## config.mk

```make
export PLATFORM = sky130hd
export DESIGN_NAME = opendap_swdio_sequencer
export DESIGN_NICKNAME = d
export VERILOG_FILES = /design/src/rtl/opendap_swdio_sequencer.sv
export SDC_FILE = /design/constraint.sdc
export NUM_CORES = 1
export LEC_CHECK = 0
export CAP_MARGIN = 25
export CORE_ASPECT_RATIO = 0.9
export CORE_UTILIZATION = 45
export DETAILED_ROUTE_END_ITERATION = 10
export PLACE_DENSITY = 0.66
export SETUP_SLACK_MARGIN = 0.4
export SYNTH_ARGS = -nofsm -noshare
export SYNTH_HDL_FRONTEND = slang
export SYNTH_SLANG_ARGS = --single-unit
```

## constraint.sdc

```tcl
create_clock -name clk -period 6.8 [get_ports clk]
set_clock_uncertainty 0.1 [all_clocks]
set_input_delay 0.68 -clock clk [delete_from_list [all_inputs] [get_ports clk]]
set_output_delay 0.68 -clock clk [all_outputs]
set_load 0.005 [all_outputs]
```

## src/rtl/opendap_swdio_sequencer.sv

```systemverilog
// SWDIO bit sequencer: drives the registered IO flop inputs one cycle ahead of the pad
// and captures read bits from the input flop with its one-cycle lag compensated.
module opendap_swdio_sequencer #(
  parameter  int unsigned W  = 32,
  localparam int unsigned LW = $clog2(W)
) (
  input  logic          clk,
  input  logic          rst,
  input  logic          cmd_valid,
  output logic          cmd_ready,
  input  logic [1:0]    cmd_op,
  input  logic [LW-1:0] cmd_len,
  input  logic          cmd_parity,
  input  logic [W-1:0]  cmd_wdata,
  output logic          rsp_valid,
  output logic [W-1:0]  rsp_rdata,
  output logic          rsp_parity_err,
  output logic          busy,
  output logic          dp_swdo_next,
  output logic          dp_swdo_en_next,
  input  logic          dp_swdi_prev
);

  typedef enum logic [0:0] {S_IDLE, S_SHIFT} state_e;
  typedef enum logic [1:0] {OP_WRITE = 2'b00, OP_READ = 2'b01, OP_TURN = 2'b10, OP_IDLE = 2'b11} op_e;

  state_e        state_q, state_d;
  op_e           op_q, op_d;
  logic          par_en_q, par_en_d;
  logic [LW:0]   rem_q, rem_d;
  logic [LW-1:0] dcnt_q, dcnt_d;
  logic [W-1:0]  sh_q, sh_d;
  logic          wpar_q, wpar_d;
  logic          swdo_q, swdo_d;
  logic          en_q, en_d;

  // Read-cycle tags travel one stage behind the op so capture can overlap the next command.
  logic          rd_v_q, rd_v_d, rd_first_q, rd_first_d;
  logic          rd_par_q, rd_par_d, rd_last_q, rd_last_d;
  logic          stb_v_q, stb_first_q, stb_par_q, stb_last_q;

  logic [W-1:0]  cap_q, cap_d, cap_tmp;
  logic [LW-1:0] idx_q, idx_d, idx_tmp;
  logic          err_tmp;
  logic          rsp_valid_q, rsp_valid_d;
  logic [W-1:0]  rsp_rdata_q, rsp_rdata_d;
  logic          rsp_err_q, rsp_err_d;

  logic [W-1:0]  mask;
  logic          accept;

  assign cmd_ready       = ~rst & ((state_q == S_IDLE) | (rem_q == '0));
  assign accept          = cmd_valid & cmd_ready;
  assign busy            = (state_q == S_SHIFT) | stb_v_q;
  assign dp_swdo_next    = swdo_q;
  assign dp_swdo_en_next = en_q;
  assign rsp_valid       = rsp_valid_q;
  assign rsp_rdata       = rsp_rdata_q;
  assign rsp_parity_err  = rsp_err_q;

  always_comb begin
    state_d    = state_q;
    op_d       = op_q;
    par_en_d   = par_en_q;
    rem_d      = rem_q;
    dcnt_d     = dcnt_q;
    sh_d       = sh_q;
    wpar_d     = wpar_q;
    swdo_d     = 1'b0;
    en_d       = 1'b0;
    rd_v_d     = 1'b0;
    rd_first_d = 1'b0;
    rd_par_d   = 1'b0;
    rd_last_d  = 1'b0;
    mask       = '1;
    if (state_q == S_SHIFT && rem_q != '0) begin
      rem_d = rem_q - (LW+1)'(1);
      if (dcnt_q != '0) dcnt_d = dcnt_q - LW'(1);
      sh_d = sh_q >> 1;
      case (op_q)
        OP_WRITE: begin
          en_d   = 1'b1;
          swdo_d = (dcnt_q != '0) ? sh_q[0] : wpar_q;
        end
        OP_READ: begin
          rd_v_d    = 1'b1;
          rd_par_d  = par_en_q & (dcnt_q == '0);
          rd_last_d = (rem_q == (LW+1)'(1));
        end
        OP_TURN: ;
        OP_IDLE: en_d = 1'b1;
      endcase
    end else if (accept) begin
      state_d  = S_SHIFT;
      op_d     = op_e'(cmd_op);
      par_en_d = cmd_parity & ~cmd_op[1];
      rem_d    = {1'b0, cmd_len} + (LW+1)'(cmd_parity & ~cmd_op[1]);
      dcnt_d   = cmd_len;
      sh_d     = cmd_wdata >> 1;
      mask     = mask >> (LW'(W - 1) - cmd_len);
      wpar_d   = ^(cmd_wdata & mask);
      case (op_e'(cmd_op))
        OP_WRITE: begin
          en_d   = 1'b1;
          swdo_d = cmd_wdata[0];
        end
        OP_READ: begin
          rd_v_d     = 1'b1;
          rd_first_d = 1'b1;
          rd_last_d  = (cmd_len == '0) & ~cmd_parity;
        end
        OP_TURN: ;
        OP_IDLE: en_d = 1'b1;
      endcase
    end else begin
      state_d = S_IDLE;
    end
  end

  // The first strobe of a read restarts the shift register, so back-to-back reads never mix.
  always_comb begin
    cap_d       = cap_q;
    idx_d       = idx_q;
    rsp_valid_d = 1'b0;
    rsp_rdata_d = rsp_rdata_q;
    rsp_err_d   = rsp_err_q;
    cap_tmp     = stb_first_q ? '0 : cap_q;
    idx_tmp     = stb_first_q ? '0 : idx_q;
    err_tmp     = 1'b0;
    if (stb_v_q) begin
      if (stb_par_q) begin
        err_tmp = dp_swdi_prev ^ (^cap_tmp);
      end else begin
        cap_tmp[idx_tmp] = dp_swdi_prev;
        idx_tmp          = idx_tmp + LW'(1);
      end
      cap_d = cap_tmp;
      idx_d = idx_tmp;
      if (stb_last_q) begin
        rsp_valid_d = 1'b1;
        rsp_rdata_d = cap_tmp;
        rsp_err_d   = err_tmp;
      end
    end
  end

  always_ff @(posedge clk or posedge rst) begin
    if (rst) begin
      state_q     <= S_IDLE;
      op_q        <= OP_WRITE;
      par_en_q    <= 1'b0;
      rem_q       <= '0;
      dcnt_q      <= '0;
      sh_q        <= '0;
      wpar_q      <= 1'b0;
      swdo_q      <= 1'b0;
      en_q        <= 1'b0;
      rd_v_q      <= 1'b0;
      rd_first_q  <= 1'b0;
      rd_par_q    <= 1'b0;
      rd_last_q   <= 1'b0;
      stb_v_q     <= 1'b0;
      stb_first_q <= 1'b0;
      stb_par_q   <= 1'b0;
      stb_last_q  <= 1'b0;
      cap_q       <= '0;
      idx_q       <= '0;
      rsp_valid_q <= 1'b0;
      rsp_rdata_q <= '0;
      rsp_err_q   <= 1'b0;
    end else begin
      state_q     <= state_d;
      op_q        <= op_d;
      par_en_q    <= par_en_d;
      rem_q       <= rem_d;
      dcnt_q      <= dcnt_d;
      sh_q        <= sh_d;
      wpar_q      <= wpar_d;
      swdo_q      <= swdo_d;
      en_q        <= en_d;
      rd_v_q      <= rd_v_d;
      rd_first_q  <= rd_first_d;
      rd_par_q    <= rd_par_d;
      rd_last_q   <= rd_last_d;
      stb_v_q     <= rd_v_q;
      stb_first_q <= rd_first_q;
      stb_par_q   <= rd_par_q;
      stb_last_q  <= rd_last_q;
      cap_q       <= cap_d;
      idx_q       <= idx_d;
      rsp_valid_q <= rsp_valid_d;
      rsp_rdata_q <= rsp_rdata_d;
      rsp_err_q   <= rsp_err_d;
    end
  end

endmodule

```

==> impl_metrics.env, run 1 <==
export IMPL_run_status="finished, final reports clean"
export IMPL_grt_pass1_wl_mm=27.9
export IMPL_root_buffer="clkbuf_16"
export IMPL_fin_nets=892
export IMPL_max_freq_mhz=317
export IMPL_timing_final_max_slew_violations=0
export IMPL_drt_antenna_violating_nets=0
export IMPL_drtIter0Drc=426
export IMPL_clock_latency_ns=0.42
export IMPL_start_kind="input port"
export IMPL_routed_wl_mm=16.5
export IMPL_syn_area_um2=7020
export IMPL_hold_viol=0
export IMPL_htree_levels=4
export IMPL_vias=5844
export IMPL_required_ns=7.04
export IMPL_core_um2=15000
export IMPL_die_area_um2=16100
export IMPL_cts_hold_buf=0
export IMPL_timing_slew_headroom=0.346
export IMPL_power_density_nw_per_um2=407
export IMPL_yosysSeqAreaShare=0.456
export IMPL_netlist_top_cells_area="dfrtp_1, nand2_1, xnor2_1"
export IMPL_cts_tree="built"
export IMPL_crit_type="input port to register"
export IMPL_drc=0
export IMPL_drive_gt1_frac=0.0638
export IMPL_worstMarginPinSlew_ns=0.977
export IMPL_post_cts_buffers=0
export IMPL_numCtsBuffers=17
export IMPL_clk_path_buf_depth=2
export IMPL_reg2reg_depth=9
export IMPL_grt_pass1_vias=5783
export IMPL_synth_async_reset_ratio=1.00
export IMPL_synth_nets=840
export IMPL_cts_resized=0
export IMPL_gp_congestion=0.842
export IMPL_grt_max_degree=72
export IMPL_initial_core_util=0.469
export IMPL_io_pins=82
export IMPL_dpl_cell_area_um2=7890
export IMPL_dp_hpwl_mm=11.2
export IMPL_ys_types=63
export IMPL_path_max_fanout=25
export IMPL_area_delta_synth_final_pct=20.7
export IMPL_die_w_um=134
export IMPL_ys_ff_latch=128
export IMPL_yosys_warnings=0
export IMPL_fp_row_count=42
export IMPL_syn_instance_count=782
export IMPL_yosysTopAreaCell="dfrtp_1"
export IMPL_antenna_found_initial=0
export IMPL_setup_violations=0
export IMPL_first_pass_iters=5
export IMPL_synth_flop_cell="dfrtp_1"
export IMPL_wl_per_cell_um=15.7
export IMPL_multi_input_area_um2=3480
export IMPL_nFillCells=1339
export IMPL_cp_end_kind="register"
export IMPL_hp_class="register to register"
export IMPL_period_share=0.464
export IMPL_final_area_um2=8470
export IMPL_worstPathArrival_ns=3.40
export IMPL_period_minus_slack_ns=3.16
export IMPL_p_leak_nw=3.69
export IMPL_diodes=0
export IMPL_min_path_cells=0
export IMPL_seq_area_um2=3200
export IMPL_io_buffers=81
export IMPL_fp_dieH_um=120
export IMPL_setup_tns_ns=0
export IMPL_path_clk_slew_ns=0.05
export IMPL_overflow=0
export IMPL_drv_cap=0
export IMPL_yosysTopAreaCellShare=0.456
export IMPL_ir_worst_vdd_v=0.000228
export IMPL_cts_num_sinks=128
export IMPL_rsz0062_at_grt="false"
export IMPL_viasPerCell=5.59
export IMPL_synth_edf_count=0
export IMPL_syn_avg_cell_area_um2=8.98
export IMPL_grt_usage=0.221
path summary, 6_finish.rpt:
path,start,to,slack (ns)
hold reg to reg,rd_v_q,stb_v_q,0.25
min in group asynchronous,rst,rem_q[3],0.69
hold / removal,rd_v_q,stb_v_q,0.25
setup / recovery,cmd_len[2],wpar_q,3.64
max in group asynchronous,rst,rsp_rdata[2],4.51
setup reg to reg,rem_q[4],rem_q[5],4.00
worst max-delay path, stage by stage:
cell and delay [ns]:
clkdlybuf4s50_1 0.87, or3_4 0.62, o22ai_2 0.13, a31oi_1 0.07, xor2_1 0.19, xnor2_1 0.19, xnor2_1 0.14, xnor3_1 0.41
o21ai_1 0.12
power breakdown:
part	leakage (nW)	internal [W]	switching, W	total (W)
logic	1.91	0.000622	0.000739	0.00136
registers	1.49	0.00102	0.000182	0.00120
clock network	0.284	0.000563	0.000324	0.000888
state kept, by name, summed over array words and instances (netlist names):
signal / count
dp_swdo_next: 1
state_q: 1
dp_swdo_en_next: 1
rsp_parity_err: 1
par_en_q: 1
dcnt_q: 5
rem_q: 6
rd_v_q: 1
cap_q: 32
stb_first_q: 1
sh_q: 31
rsp_valid: 1
rd_last_q: 1
wpar_q: 1
rd_par_q: 1
stb_v_q: 1
stb_par_q: 1
op_q: 2
rd_first_q: 1
idx_q: 5
stb_last_q: 1
rsp_rdata: 32
cell usage in the layout, fill, tap and decap left out, types with 4 or more instances in the layout:
| master | n |
|---|---|
| a211oi_1 | 6 |
| a21oi_1 | 35 |
| a22o_1 | 15 |
| a22oi_1 | 46 |
| a31oi_1 | 21 |
| a32o_1 | 4 |
| and3_1 | 4 |
| buf_4 | 7 |
| clkbuf_16 | 17 |
| clkdlybuf4s50_1 | 81 |
| clkinv_2 | 6 |
| dfrtp_1 | 128 |
| ha_1 | 14 |
| inv_1 | 21 |
| mux2i_1 | 7 |
| nand2_1 | 124 |
| nand2b_1 | 17 |
| nand3_1 | 14 |
| nand4_1 | 4 |
| nor2_1 | 66 |
| nor2b_1 | 7 |
| nor3_1 | 10 |
| o21ai_0 | 62 |
| o21ai_1 | 6 |
| o22ai_1 | 5 |
| o31ai_1 | 5 |
| xnor2_1 | 43 |
| xor2_1 | 14 |
cell families (layout without fill, tap and decap cells):
logic type               after synthesis  after routing  synth area share
AND/OR/NAND/NOR                      266            266             0.170
AO/OA/AOI/OAI                        227            227             0.209
XOR/XNOR                              59             59            0.0775
flip-flops                           128            128             0.456
adder cells (fa/ha/maj)               15             15            0.0264
buffers and inverters                 78            143            0.0476
multiplexers                           9              9            0.0132
synth_stat cells, types with 4 or more instances:
cell type / number
nand3_1: 14
ha_1: 14
xor2_1: 14
clkbuf_1: 41
nand2_1: 125
inv_1: 22
nor2_1: 66
xnor2_1: 43
a31oi_1: 21
a22o_1: 15
nand4_1: 4
buf_4: 5
a211oi_1: 6
o21ai_1: 6
o21ai_0: 62
a32o_1: 4
mux2i_1: 7
buf_2: 6
nor3_1: 10
nor2b_1: 7
nand2b_1: 17
and3_1: 4
dfrtp_1: 128
a21oi_1: 35
o22ai_1: 5
o31ai_1: 5
a22oi_1: 46
routing by layer:
metal  track usage  routed length (um)  up-vias
li1              -                   -     2838
met1         0.277                7290     2819
met2         0.374                8180      170
met3        0.0549                 771       17
met4        0.0710                 221        0
met5             0                   0        -
stage by stage:
stage	power, W	worst slack (ns)	hold slack, ns	cells	utilization
after global routing	0.00372	3.48	0.252	1045	0.566
after global placement	0.00252	3.31	0.234	1013	0.527
after CTS	0.00348	3.67	0.252	1045	0.566
final	0.00345	3.64	0.249	1045	0.566
after floorplan	0.00216	2.21	0.231	782	-
after detailed placement	0.00258	3.23	0.239	1013	0.527
area by class of cell:
| cell class | count | area share |
|---|---|---|
| clock inverter | 11 | 0.0133 |
| multi-input combinational | 576 | 0.411 |
| inverter | 23 | 0.0105 |
| sequential | 128 | 0.378 |
| tap | 198 | 0.0292 |
| timing repair buffer | 88 | 0.102 |
| clock buffer | 21 | 0.0555 |
Power figures use the tool's default switching activity.
==> run 2, diff against run 1 <==
==> constraint.sdc (replaced) <==
create_clock -name clk -period 2.95 [get_ports clk]
set_clock_uncertainty 0.1 [all_clocks]
set_input_delay 0.295 -clock clk [delete_from_list [all_inputs] [get_ports clk]]
set_output_delay 0.295 -clock clk [all_outputs]
set_load 0.005 [all_outputs]
==> impl_metrics.env, run 2 (synthesis results as in run 1) <==
export IMPL_diodes=0
export IMPL_crit_type="register to output port"
export IMPL_antenna_found_initial=0
export IMPL_drive_gt1_frac=0.0851
export IMPL_switching_power_w=0.00289
export IMPL_drc=0
export IMPL_drtIter0Drc=448
export IMPL_numCtsBuffers=17
export IMPL_rsz0062_at_grt="true"
export IMPL_drt_antenna_violating_nets=0
export IMPL_cts_num_sinks=128
export IMPL_wl_met2_mm=8.39
export IMPL_ir_worst_vdd_v=0.000502
export IMPL_dp_hpwl_mm=11.9
export IMPL_viasPerCell=5.62
export IMPL_core_um2=15000
export IMPL_area_delta_synth_final_pct=22.7
export IMPL_layout_commonest_cell="dfrtp_1"
export IMPL_root_buffer="clkbuf_16"
export IMPL_worstPathArrival_ns=2.09
export IMPL_clk_path_buf_depth=2
export IMPL_p_leak_nw=3.76
export IMPL_drv_cap=0
export IMPL_cts_tree="built"
export IMPL_timing_slew_headroom=0.502
export IMPL_power_density_nw_per_um2=934
export IMPL_multi_input_area_um2=3510
export IMPL_seq_area_um2=3200
export IMPL_timing_final_max_slew_violations=0
export IMPL_first_pass_iters=5
export IMPL_die_w_um=134
export IMPL_clkPwrFrac=0.256
export IMPL_p_sw_frac=0.359
export IMPL_fin_nets=905
export IMPL_overflow=0
export IMPL_gp_congestion=0.894
export IMPL_start_kind="register"
export IMPL_cellInternalPower_w=0.00516
export IMPL_p_seq_frac=0.346
export IMPL_io_pins=82
export IMPL_run_status="finished, final reports clean"
export IMPL_cp_end_kind="output port"
export IMPL_grt_pass1_wl_mm=28.2
export IMPL_required_ns=2.56
export IMPL_period_share=0.841
export IMPL_p_comb_frac=0.398
export IMPL_worstMarginPinSlew_ns=0.745
export IMPL_hold_viol=0
export IMPL_io_buffers=81
export IMPL_met3WireLength_um=808
export IMPL_nFillCells=1316
export IMPL_vias=5934
export IMPL_hp_class="register to register"
export IMPL_setup_tns_ns=0
export IMPL_grt_max_degree=129
export IMPL_fp_dieH_um=120
export IMPL_met1_length_mm=7.40
export IMPL_grt_usage=0.224
export IMPL_initial_core_util=0.469
export IMPL_htree_levels=4
export IMPL_final_cell_mix="dfrtp_1, nand2_1, clkdlybuf4s50_1, nor2_1, o21ai_0"
export IMPL_fp_row_count=42
export IMPL_grt_pass1_vias=5849
export IMPL_period_minus_slack_ns=2.48
export IMPL_max_freq_mhz=403
export IMPL_routed_wl_mm=17.0
export IMPL_path_max_fanout=4
export IMPL_wl_per_cell_um=16.1
export IMPL_post_cts_buffers=0
export IMPL_holdWs_ns=0.249
export IMPL_setup_violations=0
export IMPL_top_layer="met4"
export IMPL_path_clk_slew_ns=0.05
export IMPL_clock_latency_ns=0.42
export IMPL_die_area_um2=16100
-- run 2: path summary, 6_finish.rpt --
path | from | to | slack [ns] | cells after the start
setup / recovery | rem_q[4] | cmd_ready | 0.47 | 5
min in group asynchronous | rst | sh_q[28] | 0.39 | 3
setup reg to reg | stb_first_q | cap_q[7] | 0.61 | 8
max in group asynchronous | rst | sh_q[3] | 1.83 | 3
hold / removal | rd_v_q | stb_v_q | 0.25 | 0
hold reg to reg | rd_v_q | stb_v_q | 0.25 | 0
-- run 2: final cells by class --
cell class | instances | share of cell area
Tap cell | 198 | 0.0288
Inverter | 23 | 0.0105
Sequential cell | 128 | 0.372
Clock buffer | 24 | 0.0583
Multi-Input combinational cell | 576 | 0.408
Clock inverter | 6 | 0.00930
Timing Repair Buffer | 101 | 0.113
-- run 2: power groups by stage --
stage	clock [W]	sequential, W	combinational [W]
after floorplan	0	0.00267	0.00237
after global placement	0	0.00277	0.00310
after detailed placement	0	0.00281	0.00320
after CTS	0.00210	0.00279	0.00321
after global routing	0.00218	0.00287	0.00359
final	0.00206	0.00279	0.00320
-- run 2: worst max-delay path: stages (launching register included) --
cell,delay (ns)
dfrtp_1,0.43
nor4_2,0.31
nand2_1,0.11
and2_1,0.19
nor2_2,0.12
clkdlybuf4s50_1,0.51
-- run 2: routing by layer --
layer,global-route usage,up-vias
li1,-,2860
met1,0.277,2871
met2,0.378,169
met3,0.0478,34
met4,0.0959,0
met5,0,-
-- run 2: timing repair --
item | in CTS | in global routing
endpoints found under the setup margin | 1 | 11
hold buffers | 0 | 0
resized for setup | 1 | 7
-- run 2: metrics by stage --
step	instance area [um2]	setup slack [ns]	util	instances	power [W]
2_1_floorplan	7080	-0.479	-	782	0.00504
3_3_place_gp	8010	0.193	0.535	1026	0.00587
3_5_place_dp	8010	0.108	0.535	1026	0.00601
4_1_cts	8590	0.404	0.574	1056	0.00810
5_1_grt	8610	0.349	0.575	1056	0.00864
6_report	8610	0.470	0.575	1056	0.00804
==> run 3, diff against run 2 <==
==> constraint.sdc (replaced) <==
create_clock -name clk -period 2.6 [get_ports clk]
set_clock_uncertainty 0.1 [all_clocks]
set_input_delay 0.26 -clock clk [delete_from_list [all_inputs] [get_ports clk]]
set_output_delay 0.26 -clock clk [all_outputs]
set_load 0.005 [all_outputs]
==> impl_metrics.env, run 3 (synthesis results as in run 1) <==
export IMPL_run_status="finished, final reports clean"
export IMPL_finalPower_w=0.00927
export IMPL_wl_met2_mm=8.72
export IMPL_whs_endpoint="sh_q[5]"
export IMPL_setup_violations=0
export IMPL_timing_slew_headroom=0.510
export IMPL_timing_rr_start="rem_q[5]"
export IMPL_diodes=0
export IMPL_period_share=0.813
export IMPL_period_minus_slack_ns=2.11
export IMPL_overflow=0
export IMPL_path_cells="clkdlybuf4s50_1 > xor2_1 > and3_1 > a311oi_2 > xnor2_1 > nand3_1 > xnor2_1 > xnor3_1 > o21ai_1"
export IMPL_fin_nets=923
export IMPL_fp_row_count=42
export IMPL_die_w_um=134
export IMPL_r2r_end="rem_q[5]"
export IMPL_cp_end_kind="register"
export IMPL_reg2reg_depth=8
export IMPL_cpMostUsedCell="xnor2_1"
export IMPL_drv_cap=0
export IMPL_grt_usage=0.226
export IMPL_antenna_found_initial=0
export IMPL_die_area_um2=16100
export IMPL_critPathSlowestCell="clkdlybuf4s50_1"
export IMPL_power_density_nw_per_um2=1050
export IMPL_drive_gt1_frac=0.116
export IMPL_grt_max_degree=129
export IMPL_layout_commonest_cell="dfrtp_1"
export IMPL_crit_type="input port to register"
export IMPL_htree_levels=4
export IMPL_root_buffer="clkbuf_16"
export IMPL_drc=0
export IMPL_start_kind="input port"
export IMPL_fp_dieH_um=120
export IMPL_cts_num_sinks=128
export IMPL_path_clk_slew_ns=0.05
export IMPL_p_leak_nw=3.93
export IMPL_drt_antenna_violating_nets=0
export IMPL_grt_pass1_vias=5899
export IMPL_min_path_cells=3
export IMPL_pre_cts_slack_ns=-0.152
export IMPL_rsz0062_at_grt="false"
export IMPL_post_route_worst_setup_slack_ns=0.485
export IMPL_gp_congestion=0.844
export IMPL_numCtsBuffers=17
export IMPL_cp_num_buf_inv=1
export IMPL_critPathMaxStageDelay_ns=0.47
export IMPL_required_ns=2.84
export IMPL_io_buffers=81
export IMPL_dpl_cell_area_um2=8110
export IMPL_met1_length_mm=7.48
export IMPL_initial_core_util=0.469
export IMPL_timing_final_max_slew_violations=0
export IMPL_clock_latency_ns=0.42
export IMPL_worstMarginPinSlew_ns=0.735
export IMPL_area_delta_synth_final_pct=26.3
export IMPL_final_cell_mix="dfrtp_1, nand2_1, clkdlybuf4s50_1, nor2_1, o21ai_0"
export IMPL_grt_pass1_wl_mm=28.7
export IMPL_path_max_fanout=3
export IMPL_clk_path_buf_depth=2
export IMPL_viasPerCell=5.60
export IMPL_hp_start="cmd_wdata[6]"
export IMPL_max_freq_mhz=473
export IMPL_met3WireLength_um=814
export IMPL_routed_wl_mm=17.4
export IMPL_ir_worst_vdd_v=0.000608
export IMPL_r2r_slack_ns=0.53
export IMPL_core_um2=15000
export IMPL_wl_per_cell_um=16.2
export IMPL_drtIter0Drc=525
export IMPL_crit_start="cmd_wdata[25]"
export IMPL_critPathTopFamily="XOR/XNOR gates"
export IMPL_vias=6019
export IMPL_hold_viol=0
export IMPL_final_area_um2=8860
export IMPL_cts_tree="built"
export IMPL_hp_class="input port to register"
export IMPL_top_layer="met4"
export IMPL_worstPathArrival_ns=2.36
export IMPL_setup_tns_ns=0
export IMPL_first_pass_iters=6
export IMPL_io_pins=82
export IMPL_dp_hpwl_mm=12.0
run 3: changes by cell type in the layout (fill, tap and decap cells not counted), moves of 2 or more:
| cell | previous run | this run |
|---|---|---|
| clkbuf_8 | 5 | 2 |
| buf_12 | 1 | 5 |
| nor3_1 | 9 | 7 |
| buf_4 | 19 | 30 |
| nor3_2 | 1 | 3 |
| nand2_1 | 124 | 122 |
| clkbuf_2 | 0 | 4 |
| clkbuf_1 | 2 | 5 |
| clkdlybuf4s50_1 | 80 | 72 |
| nand2_2 | 2 | 4 |
| dlymetal6s2s_1 | 1 | 4 |
run 3: per-layer routing:
layer  up-vias  global-route usage
li1       2910                   -
met3        26              0.0499
met1      2912               0.278
met4         0               0.103
met2       171               0.382
met5         -                   0
run 3: per-stage QoR:
stage               instances  utilization  hold WS, ns
global route             1074        0.592        0.167
detailed placement       1032        0.541        0.236
CTS                      1066        0.584        0.249
floorplan                 782            -        0.231
finish                   1074        0.592        0.109
global placement         1032        0.541        0.234
run 3: layout make-up:
class | count | area [um2]
Clock buffer | 24 | 472
Clock inverter | 6 | 83.8
Fill cell | 1303 | 6110
Inverter | 23 | 90.1
Multi-Input combinational cell | 576 | 3580
Sequential cell | 128 | 3200
Tap cell | 198 | 248
Timing Repair Buffer | 119 | 1180
run 3: worst max path at each step:
stage,cells after the start,end
finish,9,wpar_q
CTS,5,cmd_ready
global route,9,wpar_q
floorplan,6,rem_q[2]
detailed placement,10,wpar_q
global placement,9,wpar_q
run 3: timing repair:
| item | 4_1_cts | 5_1_grt |
|---|---|---|
| hold buffers | 0 | 0 |
| resized for setup | 12 | 28 |
| buffers inserted | 3 | 8 |
| setup endpoints to repair | 8 | 55 |
| pin swaps | 4 | 12 |
| gates cloned | 1 | 0 |
run 3: report_power, final:
group | switching, W | internal [W] | total, W
sequential | 0.000515 | 0.00266 | 0.00318
combinational | 0.00201 | 0.00181 | 0.00382
clock | 0.000826 | 0.00145 | 0.00227
run 3: worst register-to-register path, stage by stage (launching register included):
cell and delay (ns):
dfrtp_1 0.43, nor4_4 0.31, nand2_1 0.11, nand2_1 0.10
and3_1 0.38, nor2_4 0.13, inv_2 0.10, a21oi_1 0.07
a311oi_1 0.24
